`config.mk`:
```
export PLATFORM = sky130hd
export DESIGN_NAME = bin_to_bcd_seq
export DESIGN_NICKNAME = d
export VERILOG_FILES = /design/src/rtl/bin_to_bcd_seq.sv
export SDC_FILE = /design/constraint.sdc
export NUM_CORES = 1
export LEC_CHECK = 0
export ABC_AREA = 1
export ABC_CLOCK_PERIOD_IN_PS = 1800
export CAP_MARGIN = 20
export CORE_ASPECT_RATIO = 0.8
export CORE_MARGIN = 4
export CORE_UTILIZATION = 30
export CTS_CLUSTER_DIAMETER = 60
export DETAILED_ROUTE_END_ITERATION = 10
export GPL_TIMING_DRIVEN = 0
export PLACE_DENSITY = 0.58
export SLEW_MARGIN = 10
export SYNTH_ARGS = -nofsm -noshare
export SYNTH_HDL_FRONTEND = slang
export SYNTH_SLANG_ARGS = --single-unit
```
`constraint.sdc`:
```
create_clock -name clock -period 1.8 [get_ports clock]
set_input_delay 0.27 -clock clock [delete_from_list [all_inputs] [get_ports clock]]
set_output_delay 0.27 -clock clock [all_outputs]
set_load 0.02 [all_outputs]
```
`src/rtl/bin_to_bcd_seq.sv`:
```
// Sequential double-dabble binary-to-BCD converter, one shift per clock.
// Result registers hold the last conversion so the display never sees partial digits.
module bin_to_bcd_seq #(
    parameter int WIDTH    = 16,
    parameter int SATURATE = 1
) (
    input  logic             clock,
    input  logic             reset_n,
    input  logic             start,
    input  logic [WIDTH-1:0] binary,
    output logic             busy,
    output logic             done,
    output logic [15:0]      bcd,
    output logic             overflow
);

    localparam int CW = $clog2(WIDTH + 1);

    typedef enum logic [1:0] {
        IDLE,
        SHIFT,
        FINISH
    } state_t;

    state_t           state_reg;
    state_t           state_next;
    logic [WIDTH-1:0] shift_reg;
    logic [39:0]      scratch_reg;
    logic [39:0]      scratch_adj;
    logic [CW-1:0]    count_reg;
    logic             busy_reg;
    logic             done_reg;
    logic             overflow_reg;
    logic [15:0]      bcd_reg;
    logic             overflow_calc;
    logic [15:0]      bcd_calc;

    // Per-digit add-3 correction; digits never exceed 9 after the shift, so no inter-digit carry.
    genvar gi;
    generate
        for (gi = 0; gi < 10; gi++) begin : g_digit
            assign scratch_adj[gi*4 +: 4] = (scratch_reg[gi*4 +: 4] >= 4'd5)
                                          ? scratch_reg[gi*4 +: 4] + 4'd3
                                          : scratch_reg[gi*4 +: 4];
        end
    endgenerate

    assign overflow_calc = |scratch_reg[39:16];
    assign bcd_calc      = (overflow_calc && (SATURATE != 0)) ? 16'h9999 : scratch_reg[15:0];

    always_ff @(posedge clock or negedge reset_n) begin
        if (!reset_n) begin
            state_reg <= IDLE;
        end else begin
            state_reg <= state_next;
        end
    end

    always_comb begin
        state_next = state_reg;
        case (state_reg)
            IDLE:    if (start) state_next = SHIFT;
            SHIFT:   if (count_reg == CW'(1)) state_next = FINISH;
            FINISH:  state_next = IDLE;
            default: state_next = IDLE;
        endcase
    end

    // busy stays high through the done cycle, which is spent in IDLE so a held start re-arms at once.
    always_ff @(posedge clock or negedge reset_n) begin
        if (!reset_n) begin
            shift_reg    <= '0;
            scratch_reg  <= '0;
            count_reg    <= '0;
            busy_reg     <= 1'b0;
            done_reg     <= 1'b0;
            overflow_reg <= 1'b0;
            bcd_reg      <= '0;
        end else begin
            done_reg <= 1'b0;
            busy_reg <= (state_next != IDLE) || (state_reg == FINISH);
            case (state_reg)
                IDLE: begin
                    if (start) begin
                        shift_reg   <= binary;
                        scratch_reg <= '0;
                        count_reg   <= CW'(WIDTH);
                    end
                end
                SHIFT: begin
                    {scratch_reg, shift_reg} <= {scratch_adj, shift_reg} << 1;
                    count_reg                <= count_reg - 1'b1;
                end
                FINISH: begin
                    overflow_reg <= overflow_calc;
                    bcd_reg      <= bcd_calc;
                    done_reg     <= 1'b1;
                end
                default: ;
            endcase
        end
    end

    assign busy     = busy_reg;
    assign done     = done_reg;
    assign bcd      = bcd_reg;
    assign overflow = overflow_reg;

endmodule

```
==> impl_summary.md, run 1 <==
Layout
The net count of the finished layout is 660. The total inserted antenna cells is 0. The area growth from synthesis to layout is 20.6%.

The flip-flop count of the largest register after layout is 40. The final instance area is roughly 5400 um^2. Cells with a size suffix above 1 make up 6.96% of the layout.

CTS
Counting the buffers created by CTS gives 9. The later pin in the worst-skew pair is clocked with a latency of about 340 ps. The clock drives a little over 80 sinks. The CTS H-tree depth is 3. The clock passes through at most 2 buffers.

Buffers added to address setup during post-CTS repair amount to 0. TritonCTS built the clock tree. The number of gates resized after CTS was 0.

Clock-pin slew was measured on the worst setup and hold paths at around 60 ps. The tree is rooted in a sky130_fd_sc_hd__clkbuf_16.

Power and ir drop
Combinational cells account for 47.3% of the total power. Dividing total power by cell area gives a power density of 1810 nW/um^2. Across the VDD grid, the largest voltage drop is 0.584 mV. The proportion of power drawn by flip-flops and latches is around 35%. The internal power of the cells totals 0.00550 W. The switching power as a share of total power is 43.5%. In this run the power spent charging and discharging nets is 0.00423 W. The standby leakage power is 2.64 nW.

The clock network is responsible for 18.1% of the overall power.

Worst setup path
The endpoint of the lowest-slack register-to-register path is bcd[15]. The critical setup path kind is reg2reg. Together, buffers and inverters on the worst path number 1. The setup slack of the worst register-to-register path is 180 ps. For the worst setup path, the data arrival time is 1830 ps.

Among cell families on the critical path, the largest total delay comes from simple AND/OR/NAND/NOR gates. Counting buffers and inverters, the worst setup path is 7 cells deep. The launching element type of the critical path is a flip-flop. The critical path startpoint is scratch_reg[33]. The source of the worst register-to-register timing path is scratch_reg[33].

Walking the worst path, the cells encountered are inv_1 -> ha_1 -> nand3_1 -> nor2_1 -> nand3_1 -> nand2_1 -> nand2_1. The required time of the critical path is between 2000 and 2500 ps. The largest single stage delay on the critical path is 390 ps. The endpoint of the worst setup timing path is bcd[15]. The cell depth of the worst flop-to-flop path is 7. The maximum fanout along the worst path is 9. The critical path's slowest cell is sky130_fd_sc_hd__dfrtp_1. The worst setup path is captured at a flip-flop.

Placed design
The count of buffers added on input and output ports is 37. The total cell area at the placement stage is 5090 um^2. The final estimated routing congestion in global placement is approximately 0.85. The HPWL after detailed placement is ~7600 um.

Die
The total die area is ~17,000 um^2. The area of the core region is 14,400 um^2. The effective utilization at floorplan is 30.9%. 38 I/O pins were placed. The floorplan step set the die width to 144 um. The initialized floorplan defines 39 standard-cell rows.

In this run the vertical extent of the chip is 117 um.

Detailed routing
Dividing the detail-routed via count by the number of cells gives 4.80. After detailed routing, the total wire length is 10,500 um. The first-pass detailed-route iteration total is 5.

The detailed router's first-iteration violation count is 408. Dividing the detail-routed wire length by the instance count gives 13.1 um. The final routed DRC violation total is 0.

For this block, the via count after detailed routing is 3,847. The detail route stage leaves a number of antenna-violating nets equal to 0.

Yosys
Of the post-synthesis cell area, the dominant cell type holds 45.9%. After synthesis the cells add up to 4470 um^2. Yosys attributes the largest share of cell area to sky130_fd_sc_hd__dfrtp_1 (46%), sky130_fd_sc_hd__nand2_1 (16%), sky130_fd_sc_hd__ha_1 (7.8%).

The post-synthesis async set-or-reset flop share is 100%. Summing the sequential cell areas from Yosys gives 45.9% of the chip area. By count the netlist is led by sky130_fd_sc_hd__nand2_1 (194), sky130_fd_sc_hd__dfrtp_1 (82), sky130_fd_sc_hd__inv_1 (55). In the post-synthesis netlist, the cell with the most instances is sky130_fd_sc_hd__nand2_1. The net count after synthesis is 610. The Yosys step of the flow raised 0 warnings.

The average instance in the mapped netlist occupies 7.94 um^2. Among all flip-flop cells after synthesis, the most frequent one is sky130_fd_sc_hd__dfrtp_1. The synthesized netlist contains 31 unique library cells. Synthesis handed over a netlist of 563 instances. The synthesized design contains 0 enable-type register cells.

The synthesized design spends more area on one cell type than any other, namely sky130_fd_sc_hd__dfrtp_1. Synthesis inferred 82 register bits.

STA
Setup repair after global routing left no endpoint under its margin. The count of final hold-check violations was 0. After routing, the total negative slack on setup checks comes to 0 ps. Setup violations remaining at the end of the flow were counted as 0. The transition time of the tightest slew-check pin is 577 ps. The post-route fraction of the period consumed by the critical path is about 90%. The clock skew is ~7.4 ps. The total count of max-transition violations in the final report is 0. The worst path needs 1620 ps of the cycle, external delays included. Headroom to the max-slew limit came out at between 60% and 70%. Derived from the worst setup path, the maximum achievable clock frequency is 617 MHz.

GRT
The number of global-route vias before repair is 3,739. The total overflow left after global routing is 0. The number of antenna violations at the first check in global routing is 0.

Entering global routing, the biggest net connects 47 pins. The total routing resource utilization after global routing is roughly an eighth. The global-route wire length before repair is approximately 18,000 um.

Run status
The run finished with clean final reports.

Job
The max-cap check violation count is 0.

Min path
The worst hold path belongs to the class in2async.
-- per-stage QoR --
stage	hold WS [ps]	setup slack, ps	total power, W	instances	util [%]
final	441	180	0.00973	802	37.3
after global routing	486	23.7	0.0107	802	37.3
after CTS	462	189	0.00979	802	37.3
after detailed placement	272	207	0.00800	785	35.3
after global placement	454	-2620	0.00775	784	35.1
after floorplan	-25.6	525	0.00665	563	-
-- power by group through the flow --
stage	combinational, W	clock (W)	sequential, W
global route	0.00532	0.00191	0.00349
finish	0.00460	0.00176	0.00337
floorplan	0.00335	0	0.00330
CTS	0.00463	0.00180	0.00335
detailed placement	0.00463	0	0.00337
global placement	0.00442	0	0.00334
-- routing by layer --
| metal | up-vias | wire length (um) | GRT usage, % |
|---|---|---|---|
| li1 | 1907 | - | - |
| met3 | 18 | 400 | 2.32 |
| met2 | 77 | 4900 | 22.0 |
| met5 | - | 0 | 0 |
| met4 | 0 | 193 | 5.22 |
| met1 | 1845 | 5050 | 17.3 |
-- worst reg2reg max path: cells and delay by family, from the launching register on --
kind                       cells  cell delay, ps
adders and majority gates      1             190
buffers and inverters          1             140
and+or+nand+nor                5             780
DFF                            1             390
-- layout make-up --
type,count,area (um^2)
Clock inverter,2,10.0
Tap cell,184,230
Timing Repair Buffer,39,405
Sequential cell,82,2050
Inverter,59,226
Multi-Input combinational cell,407,2050
Fill cell,1497,9060
Clock buffer,14,274
Buffer,15,139
-- worst min path at each step --
stage                 start      endpoint  slack [ps]  depth (start not counted)
2_1_floorplan       reset_n        bcd[0]         -30                          0
3_3_place_gp   count_reg[4]  state_reg[1]         450                          1
3_5_place_dp        reset_n          done         270                          1
4_1_cts             reset_n          done         460                          2
5_1_grt           binary[0]  shift_reg[0]         490                          3
6_report            reset_n          done         440                          2
-- placed cells by master (no fill, tap or decap) --
| master | netlist | routed |
|---|---|---|
| sky130_fd_sc_hd__clkdlybuf4s50_1 | 0 | 36 |
| sky130_fd_sc_hd__buf_16 | 0 | 1 |
| sky130_fd_sc_hd__dfrtp_1 | 82 | 82 |
| sky130_fd_sc_hd__nand3_1 | 50 | 50 |
| sky130_fd_sc_hd__nor2_1 | 40 | 40 |
| sky130_fd_sc_hd__inv_1 | 55 | 55 |
| sky130_fd_sc_hd__o21ai_0 | 42 | 42 |
| sky130_fd_sc_hd__clkbuf_8 | 0 | 3 |
| sky130_fd_sc_hd__clkbuf_1 | 1 | 3 |
| sky130_fd_sc_hd__xor2_1 | 2 | 2 |
| sky130_fd_sc_hd__clkinv_2 | 0 | 2 |
| sky130_fd_sc_hd__buf_8 | 2 | 2 |
| sky130_fd_sc_hd__o21ai_1 | 12 | 12 |
| sky130_fd_sc_hd__buf_2 | 3 | 3 |
| sky130_fd_sc_hd__inv_4 | 2 | 2 |
| sky130_fd_sc_hd__nor2_4 | 1 | 1 |
| sky130_fd_sc_hd__a21oi_1 | 6 | 6 |
| sky130_fd_sc_hd__xnor2_1 | 1 | 1 |
| sky130_fd_sc_hd__nand2_2 | 1 | 1 |
| sky130_fd_sc_hd__nand2_1 | 194 | 194 |
| sky130_fd_sc_hd__nand2_4 | 2 | 2 |
| sky130_fd_sc_hd__dlygate4sd3_1 | 0 | 1 |
| sky130_fd_sc_hd__a22oi_1 | 4 | 4 |
| sky130_fd_sc_hd__inv_2 | 2 | 2 |
| sky130_fd_sc_hd__clkbuf_16 | 0 | 9 |
| sky130_fd_sc_hd__nand3_2 | 1 | 1 |
| sky130_fd_sc_hd__o22ai_2 | 2 | 2 |
| sky130_fd_sc_hd__o211ai_1 | 7 | 7 |
| sky130_fd_sc_hd__nand3b_1 | 1 | 1 |
| sky130_fd_sc_hd__ha_1 | 28 | 28 |
| sky130_fd_sc_hd__buf_4 | 3 | 4 |
| sky130_fd_sc_hd__o22ai_1 | 3 | 3 |
| sky130_fd_sc_hd__nand4_1 | 7 | 7 |
| sky130_fd_sc_hd__nor3_1 | 1 | 1 |
| sky130_fd_sc_hd__buf_6 | 6 | 6 |
| sky130_fd_sc_hd__or2_2 | 1 | 1 |
| sky130_fd_sc_hd__nor2_2 | 1 | 1 |
-- repair_timing --
| item | in CTS | in global routing |
|---|---|---|
| endpoints found under the setup margin | 0 | 0 |
| hold endpoints to repair | 36 | 0 |
| hold buffers | 1 | 0 |
-- kinds of logic (layout without fill, tap and decap cells) --
| family | after synthesis | in the layout | share of synthesized area (%) |
|---|---|---|---|
| AOI/OAI and AO/OA | 76 | 76 | 9.55 |
| and+or+nand+nor | 300 | 300 | 27.9 |
| xor gates and xnor gates | 3 | 3 | 0.588 |
| buffers and inverters | 74 | 129 | 8.18 |
| DFF | 82 | 82 | 45.9 |
| adders and majority gates | 28 | 28 | 7.84 |
Note: power is estimated with default switching activity, not from simulation.
==> inputs of run 2 (changes only) <==
--- a/config.mk
+++ b/config.mk
@@ -15,7 +15,7 @@
 export DETAILED_ROUTE_END_ITERATION = 10
 export GPL_TIMING_DRIVEN = 0
 export PLACE_DENSITY = 0.58
-export SLEW_MARGIN = 10
+export SLEW_MARGIN = 20
 export SYNTH_ARGS = -nofsm -noshare
 export SYNTH_HDL_FRONTEND = slang
 export SYNTH_SLANG_ARGS = --single-unit
==> results of run 2 <==
No change in the layout: final DEF, timing and power equal those of run 1.
